**src/rtl/rggen_rtl_pkg.sv**
```systemverilog
// Shared types for the rggen bit-field RTL.
package rggen_rtl_pkg;

  // Arbitration policy between competing hardware set channels.
  typedef enum logic {
    RGGEN_RWS_FIXED,
    RGGEN_RWS_ROUND_ROBIN
  } rggen_rws_priority_e;

endpackage

```
**src/rtl/rggen_bit_field_if.sv**
```systemverilog
// Connection between a register and one of its bit fields.
interface rggen_bit_field_if #(
  parameter int WIDTH = 8
);
  logic             valid;
  logic [WIDTH-1:0] write_mask;
  logic [WIDTH-1:0] write_data;
  logic [WIDTH-1:0] read_data;
  logic [WIDTH-1:0] value;

  modport master (
    output valid, write_mask, write_data,
    input  read_data, value
  );

  modport bit_field (
    input  valid, write_mask, write_data,
    output read_data, value
  );
endinterface

```
**src/rtl/rggen_rws_arbiter.sv**
```systemverilog
// One-hot arbiter for the set channels of rggen_bit_field_rws_mc.
// FIXED grants the lowest requesting index; ROUND_ROBIN starts searching one
// past the last winner and wraps.
module rggen_rws_arbiter
  import rggen_rtl_pkg::*;
#(
  parameter int                  CHANNELS      = 2,
  parameter rggen_rws_priority_e PRIORITY_MODE = RGGEN_RWS_FIXED
)(
  input  logic                i_clk,
  input  logic                i_rst_n,
  input  logic [CHANNELS-1:0] i_req,
  input  logic                i_update,
  output logic [CHANNELS-1:0] o_grant
);

  localparam int                  PTR_W    = (CHANNELS > 1) ? $clog2(CHANNELS) : 1;
  localparam logic [CHANNELS-1:0] LSB_ONE  = CHANNELS'(1);
  localparam logic [PTR_W-1:0]    PTR_INIT = PTR_W'(CHANNELS - 1);

  logic [PTR_W-1:0]    r_ptr;
  logic [CHANNELS-1:0] w_upper_mask;
  logic [CHANNELS-1:0] w_upper_req;
  logic [CHANNELS-1:0] w_search;
  logic [PTR_W-1:0]    w_grant_idx;

  // Channels strictly above the pointer are searched first; if none of them
  // request, the search wraps to the lowest requesting index.
  assign w_upper_mask = ({CHANNELS{1'b1}} << r_ptr) << 1;
  assign w_upper_req  = i_req & w_upper_mask;
  assign w_search     = ((PRIORITY_MODE == RGGEN_RWS_ROUND_ROBIN) && (|w_upper_req))
                        ? w_upper_req : i_req;
  // Isolate the lowest set bit of the search vector.
  assign o_grant      = w_search & (~w_search + LSB_ONE);

  // Encode the one-hot grant back into a pointer value.
  always_comb begin
    // NOTE: default assigned first so no path leaves w_grant_idx unassigned (no latch).
    w_grant_idx = '0;
    for (int c = 0; c < CHANNELS; c++) begin
      if (o_grant[c]) w_grant_idx = PTR_W'(c);
    end
  end

  // Pointer follows the last winner; frozen when no grant is taken.
  always_ff @(posedge i_clk or negedge i_rst_n) begin
    // NOTE: non-blocking assignments keep every flop sampling pre-edge values.
    if (!i_rst_n) begin
      r_ptr <= PTR_INIT;
    end else if (i_update && (|i_req)) begin
      r_ptr <= w_grant_idx;
    end
  end

endmodule

```
**src/rtl/rggen_bit_field_rws_mc.sv**
```systemverilog
// Multi-channel set/write bit field. Hardware set channels compete with each
// other and with register writes; losing set requests wait in a per-channel
// pending slot and every load from a channel is acknowledged with one pulse.
module rggen_bit_field_rws_mc
  import rggen_rtl_pkg::*;
#(
  parameter int                  WIDTH         = 8,
  parameter logic [WIDTH-1:0]    INITIAL_VALUE = '0,
  parameter int                  CHANNELS      = 2,
  parameter bit                  WRITE_FIRST   = 1'b1,
  parameter rggen_rws_priority_e PRIORITY_MODE = RGGEN_RWS_FIXED
)(
  input  logic                            i_clk,
  input  logic                            i_rst_n,
  rggen_bit_field_if.bit_field            bit_field_if,
  input  logic [CHANNELS-1:0]             i_set,
  input  logic [CHANNELS-1:0][WIDTH-1:0]  i_value,
  output logic [CHANNELS-1:0]             o_set_ack,
  output logic [CHANNELS-1:0]             o_pending,
  output logic [WIDTH-1:0]                o_value
);

  logic [WIDTH-1:0]                r_value;
  logic [CHANNELS-1:0]             r_pending;
  logic [CHANNELS-1:0][WIDTH-1:0]  r_pend_value;
  logic [CHANNELS-1:0]             r_set_ack;

  logic                            w_write_access;
  logic [WIDTH-1:0]                w_write_value;
  logic                            w_write_wins;
  logic                            w_update;
  logic [CHANNELS-1:0]             w_req;
  logic [CHANNELS-1:0]             w_grant;
  logic [CHANNELS-1:0]             w_set_grant;
  logic [WIDTH-1:0]                w_win_value;

  assign w_write_access = bit_field_if.valid && (|bit_field_if.write_mask);
  assign w_write_value  = (bit_field_if.write_data & bit_field_if.write_mask)
                        | (r_value & ~bit_field_if.write_mask);
  assign w_req          = i_set | r_pending;

  // With WRITE_FIRST a register write blocks every set this cycle; otherwise
  // any set request wins and the write is dropped.
  assign w_write_wins   = WRITE_FIRST && w_write_access;
  assign w_update       = !w_write_wins;
  assign w_set_grant    = w_update ? w_grant : '0;

  rggen_rws_arbiter #(
    .CHANNELS      (CHANNELS),
    .PRIORITY_MODE (PRIORITY_MODE)
  ) u_arbiter (
    .i_clk    (i_clk),
    .i_rst_n  (i_rst_n),
    .i_req    (w_req),
    .i_update (w_update),
    .o_grant  (w_grant)
  );

  // Winner's candidate: a fresh strobe carries its own value, otherwise the
  // value captured when the request went pending.
  always_comb begin
    w_win_value = '0;
    for (int c = 0; c < CHANNELS; c++) begin
      if (w_grant[c]) w_win_value = i_set[c] ? i_value[c] : r_pend_value[c];
    end
  end

  // Field value: write-first write, else set winner, else plain write, else hold.
  always_ff @(posedge i_clk or negedge i_rst_n) begin
    if (!i_rst_n) begin
      r_value <= INITIAL_VALUE;
    end else if (w_write_wins) begin
      r_value <= w_write_value;
    end else if (|w_req) begin
      r_value <= w_win_value;
    end else if (w_write_access) begin
      r_value <= w_write_value;
    end
  end

  // Pending flags and acks: every unserved request stays pending; the granted
  // channel is cleared and acked in the same edge its value lands.
  always_ff @(posedge i_clk or negedge i_rst_n) begin
    if (!i_rst_n) begin
      r_pending <= '0;
      r_set_ack <= '0;
    end else begin
      r_pending <= w_req & ~w_set_grant;
      r_set_ack <= w_set_grant;
    end
  end

  // Capture the latest strobed value per channel; a new strobe overwrites.
  always_ff @(posedge i_clk) begin
    // NOTE: data storage is left unreset; it is only consumed while r_pending is set.
    for (int c = 0; c < CHANNELS; c++) begin
      if (i_set[c]) r_pend_value[c] <= i_value[c];
    end
  end

  assign o_value                = r_value;
  assign o_pending              = r_pending;
  assign o_set_ack              = r_set_ack;
  assign bit_field_if.read_data = r_value;
  assign bit_field_if.value     = r_value;

endmodule
```
**src/flat_wrapper.sv**
```systemverilog
// flat-port wrapper written by rule: the top's interface ports become plain ports
module rggen_bit_field_rws_mc_flat import rggen_rtl_pkg::*;
#(
  parameter int                  WIDTH         = 8,
  parameter logic [WIDTH-1:0]    INITIAL_VALUE = '0,
  parameter int                  CHANNELS      = 2,
  parameter bit                  WRITE_FIRST   = 1'b1,
  parameter rggen_rws_priority_e PRIORITY_MODE = RGGEN_RWS_FIXED
)
  (i_clk, i_rst_n, i_set, i_value, o_set_ack, o_pending, o_value, bit_field_if_valid, bit_field_if_write_mask, bit_field_if_write_data, bit_field_if_read_data, bit_field_if_value);
  rggen_bit_field_if #(.WIDTH(WIDTH)) bit_field_if_i ();
  input  logic i_clk;
  input  logic i_rst_n;
  input  logic [CHANNELS-1:0] i_set;
  input  logic [CHANNELS-1:0][WIDTH-1:0] i_value;
  output logic [CHANNELS-1:0] o_set_ack;
  output logic [CHANNELS-1:0] o_pending;
  output logic [WIDTH-1:0] o_value;
  input wire logic [$bits(bit_field_if_i.valid)-1:0] bit_field_if_valid;
  input wire logic [$bits(bit_field_if_i.write_mask)-1:0] bit_field_if_write_mask;
  input wire logic [$bits(bit_field_if_i.write_data)-1:0] bit_field_if_write_data;
  output wire logic [$bits(bit_field_if_i.read_data)-1:0] bit_field_if_read_data;
  output wire logic [$bits(bit_field_if_i.value)-1:0] bit_field_if_value;
  assign bit_field_if_i.valid = bit_field_if_valid;
  assign bit_field_if_i.write_mask = bit_field_if_write_mask;
  assign bit_field_if_i.write_data = bit_field_if_write_data;
  assign bit_field_if_read_data = bit_field_if_i.read_data;
  assign bit_field_if_value = bit_field_if_i.value;
  rggen_bit_field_rws_mc #(.WIDTH(WIDTH), .INITIAL_VALUE(INITIAL_VALUE), .CHANNELS(CHANNELS), .WRITE_FIRST(WRITE_FIRST), .PRIORITY_MODE(PRIORITY_MODE)) u_core (.i_clk(i_clk), .i_rst_n(i_rst_n), .bit_field_if(bit_field_if_i), .i_set(i_set), .i_value(i_value), .o_set_ack(o_set_ack), .o_pending(o_pending), .o_value(o_value));
endmodule
```
**config.mk**
```make
export PLATFORM = sky130hd
export DESIGN_NAME = rggen_bit_field_rws_mc_flat
export DESIGN_NICKNAME = d
export VERILOG_FILES = /design/src/rtl/rggen_rtl_pkg.sv /design/src/rtl/rggen_bit_field_if.sv /design/src/rtl/rggen_rws_arbiter.sv /design/src/rtl/rggen_bit_field_rws_mc.sv /design/src/flat_wrapper.sv
export SDC_FILE = /design/constraint.sdc
export NUM_CORES = 1
export LEC_CHECK = 0
export BUFFER_PORTS_ARGS = -buffer_cell sky130_fd_sc_hd__buf_2
export CAP_MARGIN = 20
export CORE_UTILIZATION = 25
export DETAILED_ROUTE_END_ITERATION = 7
export PLACE_DENSITY = 0.56
export RECOVER_POWER = 25
export SYNTH_ARGS = -nofsm -noshare
export SYNTH_HDL_FRONTEND = slang
export SYNTH_SLANG_ARGS = --single-unit
```
**constraint.sdc**
```tcl
create_clock -name i_clk -period 1.35 [get_ports i_clk]
set_clock_uncertainty 0.05 [all_clocks]
set_input_delay 0.135 -clock i_clk [delete_from_list [all_inputs] [get_ports i_clk]]
set_output_delay 0.135 -clock i_clk [all_outputs]
set_load 0.02 [all_outputs]
```
==> results of run 1 <==
-- metal layers --
layer / up-vias / track usage, % / routed length, um
li1: 600 / - / -
met1: 541 / 13.0 / 1420
met2: 33 / 18.5 / 1540
met3: 2 / 3.18 / 190
met4: 0 / 2.26 / 17
met5: - / 0 / 0
-- worst max-delay path, stage by stage --
cell     delay, ns
buf_2         0.11
or4_4         0.52
o21ai_2       0.20
buf_6         0.16
mux2i_1       0.08
a211o_1       0.26
-- repair_timing --
item	CTS	global route
setup endpoints to repair	0	8
gates resized for setup	0	6
hold endpoints to repair	12	0
hold buffers	1	0
-- stage by stage --
step           instance area [um^2]  util [%]   TNS, ns
2_1_floorplan                  1450         -    -0.684
3_3_place_gp                   1810      33.0     -2.50
5_1_grt                        1910      34.8    -0.121
6_report                       1910      34.8  -0.00306
3_5_place_dp                   1810      33.0     -2.46
4_1_cts                        1890      34.5         0
-- final cells by class --
cell class / count / area share, %
Clock buffer: 3 / 2.17
Clock inverter: 1 / 1.57
Timing Repair Buffer: 79 / 24.0
Multi-Input combinational cell: 91 / 34.8
Sequential cell: 28 / 32.7
Tap cell: 72 / 4.72
-- power breakdown --
group,leakage [nW],switching [W],internal [W]
registers,0.278,0.0000650,0.000924
logic,0.630,0.000326,0.000266
clock network,0.0357,0.000263,0.000397
total,0.944,0.000654,0.00159
-- cell usage in the layout, fill, tap and decap left out --
master,Yosys,routed
and3_1,8,8
buf_4,16,10
nand2b_1,8,8
dlygate4sd3_1,0,1
a211o_1,8,8
or4_4,0,2
nand2_2,0,1
buf_2,3,63
buf_12,0,1
dfrtp_2,0,2
o21a_1,1,1
dfxtp_1,16,16
mux2i_1,8,8
clkbuf_1,3,1
a21oi_1,9,9
o21ai_2,1,1
nor4_4,0,1
dfrtp_1,12,10
clkbuf_8,0,3
nor2_4,0,1
buf_6,1,3
nand2_1,9,8
o21ai_0,8,8
bufinv_16,0,1
nor2_1,11,11
mux2_2,16,16
-- how the worst max path moves through the flow --
stage               end  slack, ns  depth (start not counted)
2_1_floorplan  register      -0.09                          5
3_3_place_gp   register      -0.25                          6
3_5_place_dp   register      -0.25                          6
4_1_cts        register      0.008                          5
5_1_grt        register      -0.05                          6
6_report       register     -0.003                          6
-- cell families (layout without fill, tap and decap cells) --
kind of cell	count (synthesis)	after routing	synth area share, %
compound gates	27	27	12.1
mux	24	24	18.3
flops	28	28	43.7
simple gates	40	40	14.7
buf+inv	23	83	11.1
==> run metrics, run 1 <==
# setup viols final 1; Power Dens Cells 1180 nW/um^2; Multi-input gate area 664 um^2; die area 5980 um^2; Layout Cells excl Fill 274; syn avg cell area 9.99 um^2; CP Launch Type input port; H-tree levels 1; CTS buffer count 3; failing checks negative setup slack; minimum clock period 1.35 ns; Die W 77.3 um; Synth top area share 22.6%; Clock Path Buffers 2; Synth Instances ~140; Hold Path Origin i_value[8]; Ys Warns 0; Max-slew headroom a little over half; critical path data arrival time 1.47 ns; R2R Setup Slk approximately 0.06 ns; Root Buffer Master clkbuf_8; wire per inst 11.5 um; Max Slew Vio Count 0; core area 5470 um^2; Design Power 0.00224 W; initial antenna violation count 0; critical path class in -> reg; n_diodes 0; max_cap viols 0; Worst-path clk slew 0.10 ns; Final Cycle Share 100%; hold crit path type in -> reg; vias per inst 4.29; FF-to-FF path depth 4; Worst-Skew Late Latency approximately 0.27 ns; PortBufs 64; Detail Route Antenna Nets 0; fmax 0.739 GHz; layout cells sized above 1 52.0%; VDD IR max 0.580 mV; Synth area leaders dfxtp_1 (23%), dfrtp_1 (21%), mux2_2 (13%); Post-synth top cells buf_4 (16), dfxtp_1 (16), mux2_2 (16); pre-CTS WS -0.251 ns; Slew @ Worst Pin 0.698 ns; Hold Path Sink u_core.r_pend_value[8]$_DFF_P_; I/O pin count between 60 and 70; Post-route DRC 0; Pre-antenna DRT Iters 4; async set-reset flop share out of synthesis 42.9%; Tot GR Track Use 10.7%; worst setup margin -0.00306 ns; largest net degree at the start of global routing 17; Post-synth EDFFs 0; R2R Path Start u_core.o_pending[0]$_DFF_PN0_; placed wire-length estimate 2500 um; commonest register cell after synthesis dfxtp_1; layout net count 240; postcts setup bufs 0; WHS 0.0446 ns; Synth area leader dfxtp_1; dpl cells 269; Hold Path Cell Cnt 2; GPL Wtd Cong 0.692; Layout area overhead 34.4%; CP Max Fanout 7; Sequential Area 623 um^2; Worst EP required 1.47 ns; Post-Syn Nets 179; crit path launch bit_field_if_write_mask[3]; CTS sink count 28; RSZ-0062 raised after global routing yes; CTS tree yes; Yosys reg bits 28; Unique masters post-synth 20; final hold violations 0; Initial DRC Count 35; Vert. Die Dim 77.3 um; Seq/Total Area, Yosys a little over two fifths; first-pass GRT wire length between 4000 and 5000 um; Syn Std Cell Area 1420 um^2; GRT overflow 0; DR vias 1,176; fill count 598; vias in the first global route 1,078; Worst setup EP type register; # rows 27; status complete, but fails checks; leak pwr approximately 0.94 nW; starting density of the core ~26%; final wirelength approximately 3200 um
Power figures use the tool's default switching activity.
==> inputs of run 2 (changes only) <==
Settings changed: ABC_AREA from default to 1, PLACE_DENSITY 0.56 to 0.54.
==> run metrics, run 2 <==
status finished, final reports clean (was complete, but fails checks); Tot GR Track Use 11.7% (was 10.7%); Post-synth top cells nand2_1 (125), buf_4 (17), dfxtp_1 (16) (was buf_4 (16), dfxtp_1 (16), mux2_2 (16)); Worst-path clk slew 0.09 ns (was 0.10 ns); Hold Path Cell Cnt 3 (was 2); commonest register cell after synthesis dfxtp_1 (unchanged); critical path class reg -> reg (was in -> reg); placed wire-length estimate 3030 um (was 2500 um); Unique masters post-synth 23 (was 20); vias in the first global route 1,328 (was 1,078); CTS sink count 28 (unchanged); CP Launch Type register (was input port); CTS buffer count 3 (unchanged); R2R Path Start u_core.o_pending[1]$_DFF_PN0_ (was u_core.o_pending[0]$_DFF_PN0_); CP Max Fanout 8 (was 7); Synth area leaders nand2_1 (29%), dfxtp_1 (20%), dfrtp_1 (19%) (was dfxtp_1 (23%), dfrtp_1 (21%), mux2_2 (13%)); worst setup margin 0.140 ns (was -0.00306 ns); final hold violations 0 (unchanged); Synth top area share 29.0% (was 22.6%); Worst EP required 1.48 ns (was 1.47 ns); pre-CTS WS 0.0866 ns (was -0.251 ns); postcts setup bufs 0 (unchanged); Initial DRC Count 65 (was 35); n_diodes 0 (unchanged); Syn Std Cell Area 1620 um^2 (was 1420 um^2); Detail Route Antenna Nets 0 (unchanged); largest net degree at the start of global routing 17 (unchanged); Seq/Total Area, Yosys 38.3% (was 43.7%); R2R Setup Slk 0.14 ns (was 0.06 ns); H-tree levels 1 (unchanged); Hold Path Sink u_core.r_pend_value[11]$_DFF_P_ (was u_core.r_pend_value[8]$_DFF_P_); top-count cell post-synth nand2_1; initial antenna violation count 0 (unchanged); Power Dens Cells 1030 nW/um^2 (was 1180 nW/um^2); final wirelength 3730 um (was 3160 um); GPL Wtd Cong 0.771 (was 0.692); setup TNS 0 ns (was -0.00306 ns); Layout area overhead 20.1% (was 34.4%); starting density of the core 26.6% (was 25.9%); I/O pin count 65 (unchanged); Hold Path Origin i_value[11] (was i_value[8]); GRT overflow 0 (unchanged); minimum clock period 1.21 ns (was 1.35 ns); Post-Syn Nets 268 (was 179); layout cells sized above 1 32.5% (was 52.0%); Synth area leader nand2_1 (was dfxtp_1); Clock Path Buffers 2 (unchanged); most frequent cells in the layout nand2_1 (125), buf_2 (63), dfxtp_1 (16) (was buf_2 (63), mux2_2 (16), dfxtp_1 (16)); core area 6100 um^2 (was 5470 um^2); Post-synth EDFFs 0 (unchanged); Slew @ Worst Pin 0.666 ns (was 0.698 ns); max_cap viols 0 (unchanged); CTS tree yes (unchanged); RSZ-0062 raised after global routing no (was yes); # setup viols final 0 (was 1); leak pwr 1.16 nW (was 0.944 nW); critical path data arrival time 1.34 ns (was 1.47 ns); layout net count 318 (was 240); fmax 0.827 GHz (was 0.739 GHz); Die W 82.5 um (was 77.3 um); VDD IR max 0.420 mV (was 0.580 mV); Root Buffer Master clkbuf_8 (unchanged); DR vias 1,427 (was 1,176); Synth Instances 231 (was 142); Post-route DRC 0 (unchanged); # rows 28 (was 27); most common cell after layout, fill and taps aside nand2_1 (was buf_2); die area 6810 um^2 (was 5980 um^2); Pre-antenna DRT Iters 4 (unchanged); Ys Warns 0 (unchanged); vias per inst 4.02 (was 4.29); PortBufs 64 (unchanged); async set-reset flop share out of synthesis 42.9% (unchanged); wire per inst 10.5 um (was 11.5 um); Worst setup EP type register (unchanged); Final Cycle Share 89.6% (was 100%); hold crit path type in -> reg (unchanged); Yosys reg bits 28 (unchanged); Worst-Skew Late Latency 0.27 ns (about the same); FF-to-FF path depth 8 (was 4); Vert. Die Dim 82.5 um (was 77.3 um); Max-slew headroom 55.6% (was 53.5%); syn avg cell area 7.01 um^2 (was 9.99 um^2); first-pass GRT wire length 5950 um (was 4970 um); Max Slew Vio Count 0 (unchanged)
-- run 2: metal layers --
metal  track usage, %  part of all wire (%)
met2             19.7                    44
met5                0                     0
met3             2.97                   5.9
met1             14.9                    49
met4             2.59                  0.78
-- run 2: final cells by class --
type	instances	area [um^2]
inverters	21	86.3
flip-flops and latches	28	621
repair buffers	68	364
clock buffers	4	45.0
well taps	75	93.8
multi-input cells	159	736
fillers	699	4150
-- run 2: how the worst max path moves through the flow --
stage / start / endpoint / cells after the start
after floorplan: u_core.o_pending[0]$_DFF_PN0_ / register / 9
after global placement: u_core.o_pending[1]$_DFF_PN0_ / register / 8
after detailed placement: u_core.o_pending[1]$_DFF_PN0_ / register / 8
after CTS: u_core.o_pending[1]$_DFF_PN0_ / register / 8
after global routing: u_core.o_pending[0]$_DFF_PN0_ / register / 7
final: u_core.o_pending[1]$_DFF_PN0_ / register / 8
-- run 2: report_power, final --
| group | total [W] | internal (W) | switching (W) |
|---|---|---|---|
| clock | 0.000467 | 0.000212 | 0.000256 |
| sequential | 0.000962 | 0.000915 | 0.0000472 |
| combinational | 0.000574 | 0.000207 | 0.000367 |
-- run 2: cells by family (layout without fill, tap and decap cells) --
group           count (synthesis)  count (layout)  synth area share, %
flops                          28              28                 38.3
simple gates                  157             157                 43.8
compound gates                  2               2                 1.31
buf+inv                        44              93                 16.6
-- run 2: what timing repair did --
action | CTS | global route
gates resized for setup | 0 | 2
hold buffers | 1 | 0
hold endpoints to repair | 12 | 0
setup endpoints to repair | 0 | 4
-- run 2: critical path, stage by stage (launching register included) --
cell	delay [ns]
dfrtp_1	0.45
nor2_4	0.20
nor2_8	0.08
nand2_1	0.06
nand2_1	0.04
nand2_1	0.09
nand2_1	0.06
inv_1	0.04
nand2_1	0.04
-- run 2: through the flow --
step                      instance area, um^2  hold WS (ns)  power [W]  util, %  instances
after floorplan                          1620        -0.211    0.00143        -        231
final                                    1950        0.0303    0.00200     31.9        355
after global routing                     1950        0.0279    0.00214     31.9        355
after global placement                   1890      -0.00868    0.00156     31.0        350
after CTS                                1940        0.0292    0.00203     31.9        355
after detailed placement                 1890       -0.0120    0.00156     31.0        350
==> inputs of run 3 (changes only) <==
Settings changed: CTS_BUF_LIST from default to sky130_fd_sc_hd__clkbuf_8.
==> run metrics, run 3 (synthesis gave the netlist of run 2 again) <==
Tot GR Track Use 11.7% (unchanged); # setup viols final 0 (unchanged); Max-slew headroom 55.6% (unchanged); layout net count 318 (unchanged); # rows 28 (unchanged); Die W 82.5 um (unchanged); Slew @ Worst Pin 0.666 ns (unchanged); vias in the first global route 1,328 (unchanged); most common cell after layout, fill and taps aside nand2_1 (unchanged); Max Slew Vio Count 0 (unchanged); Worst-path clk slew 0.09 ns (about the same); first-pass GRT wire length 5950 um (unchanged); R2R Path Start u_core.o_pending[1]$_DFF_PN0_ (unchanged); Detail Route Antenna Nets 0 (unchanged); hold crit path type in -> reg (unchanged); status finished, final reports clean (unchanged); minimum clock period 1.21 ns (about the same); CP Launch Type register (unchanged); CTS sink count 28 (unchanged); Post-route DRC 0 (unchanged); starting density of the core 26.6% (unchanged); Worst setup EP type register (unchanged); GPL Wtd Cong 0.771 (unchanged); Design Power 0.00200 W (about the same); met1 WL 1820 um (unchanged); Hold Path Sink u_core.r_pend_value[11]$_DFF_P_ (unchanged); leak pwr 1.16 nW (about the same); critical path data arrival time 1.34 ns (about the same); CTS tree yes (unchanged); initial antenna violation count 0 (unchanged); FF-to-FF path depth 8 (unchanged); PortBufs 64 (unchanged); fill count 699 (unchanged); vias per inst 4.02 (unchanged); Pre-antenna DRT Iters 4 (unchanged); setup TNS 0 ns (unchanged); Power Dens Cells 1030 nW/um^2 (about the same); placed wire-length estimate 3030 um (unchanged); Worst EP required 1.48 ns (about the same); GRT overflow 0 (unchanged); layout cells sized above 1 32.5% (unchanged); CP Max Fanout 8 (unchanged); critical path class reg -> reg (unchanged); R2R Setup Slk 0.14 ns (about the same); I/O pin count 65 (unchanged); met3 WL post-DR 221 um (unchanged); Worst-Skew Late Latency 0.27 ns (about the same); crit path cell chain nor2_4, nor2_8, nand2_1, nand2_1, nand2_1, nand2_1, inv_1, nand2_1 (unchanged); Clock Path Buffers 2 (unchanged); n_diodes 0 (unchanged); Layout area overhead 20.1% (unchanged); RSZ-0062 raised after global routing no (unchanged); H-tree levels 1 (unchanged); Vert. Die Dim 82.5 um (unchanged); max_cap viols 0 (unchanged); critical path's slowest cell dfrtp_1 (unchanged); Hold Path Cell Cnt 3 (unchanged); most frequent cells in the layout nand2_1 (125), buf_2 (63), dfxtp_1 (16) (unchanged); final hold violations 0 (unchanged); DR vias 1,427 (unchanged); routed wl met2 1650 um (unchanged); core area 6100 um^2 (unchanged); CTS buffer count 3 (unchanged); wire per inst 10.5 um (unchanged); die area 6810 um^2 (unchanged); final wirelength 3730 um (unchanged); Critical Path Most Common Cell nand2_1 (unchanged); Root Buffer Master clkbuf_8 (unchanged); VDD IR max 0.420 mV (about the same); fmax 0.827 GHz (about the same); largest net degree at the start of global routing 17 (unchanged); Hold Path Origin i_value[11] (unchanged); crit-path max cell delay 0.45 ns (about the same); top sig layer met4 (unchanged); Final Cycle Share 89.6% (about the same); Initial DRC Count 65 (unchanged)
run 3: cell count changes in the layout (fill, tap and decap cells not counted), sizes merged:
cell    delta
clkbuf     -1
inv        +1
run 3: routing by layer:
layer | vias to the layer above | GRT usage [%]
met5 | - | 0
met4 | 0 | 2.59
met3 | 4 | 2.97
met2 | 39 | 19.7
met1 | 612 | 14.9
li1 | 772 | -
run 3: through the flow:
stage	cell area (um^2)	worst slack (ns)	util [%]	hold slack (ns)	std cells
2_1_floorplan	1620	0.105	-	-0.211	231
3_3_place_gp	1890	0.0677	31.0	-0.00868	350
3_5_place_dp	1890	0.0866	31.0	-0.0120	350
4_1_cts	1940	0.0619	31.9	0.0289	355
5_1_grt	1950	0.0468	31.9	0.0279	355
6_report	1950	0.140	31.9	0.0301	355
run 3: how the worst max path moves through the flow:
stage	cells after the start	end	startpoint	slack, ns
2_1_floorplan	9	register	u_core.o_pending[0]$_DFF_PN0_	0.10
3_3_place_gp	8	register	u_core.o_pending[1]$_DFF_PN0_	0.07
3_5_place_dp	8	register	u_core.o_pending[1]$_DFF_PN0_	0.09
4_1_cts	8	register	u_core.o_pending[1]$_DFF_PN0_	0.06
5_1_grt	7	register	u_core.o_pending[0]$_DFF_PN0_	0.05
6_report	8	register	u_core.o_pending[1]$_DFF_PN0_	0.14
run 3: area by class of cell:
| cell class | instances | area [um^2] | area share (%) |
|---|---|---|---|
| Multi-Input combinational cell | 159 | 736 | 37.8 |
| Inverter | 21 | 86.3 | 4.44 |
| Sequential cell | 28 | 621 | 31.9 |
| Clock inverter | 1 | 3.75 | 0.193 |
| Timing Repair Buffer | 68 | 364 | 18.7 |
| Clock buffer | 3 | 41.3 | 2.12 |
| Tap cell | 75 | 93.8 | 4.82 |
run 3: repair_timing:
item,in CTS,in global routing
endpoints found under the setup margin,0,4
setup buffers,0,0
resized for setup,0,2
endpoints found under the hold margin,12,0
hold buffers,1,0
run 3: report_power, final:
part           internal, W  leakage [nW]  switching [W]  total [W]
clock network     0.000204        0.0269       0.000256   0.000460
registers         0.000915         0.283      0.0000472   0.000962
logic             0.000207         0.850       0.000367   0.000574
run 3: critical path, delay by kind of cell (launching register included):
family	cells	cell delay, ns
flip-flops	1	0.45
buffers and inverters	1	0.04
AND/OR/NAND/NOR	7	0.57
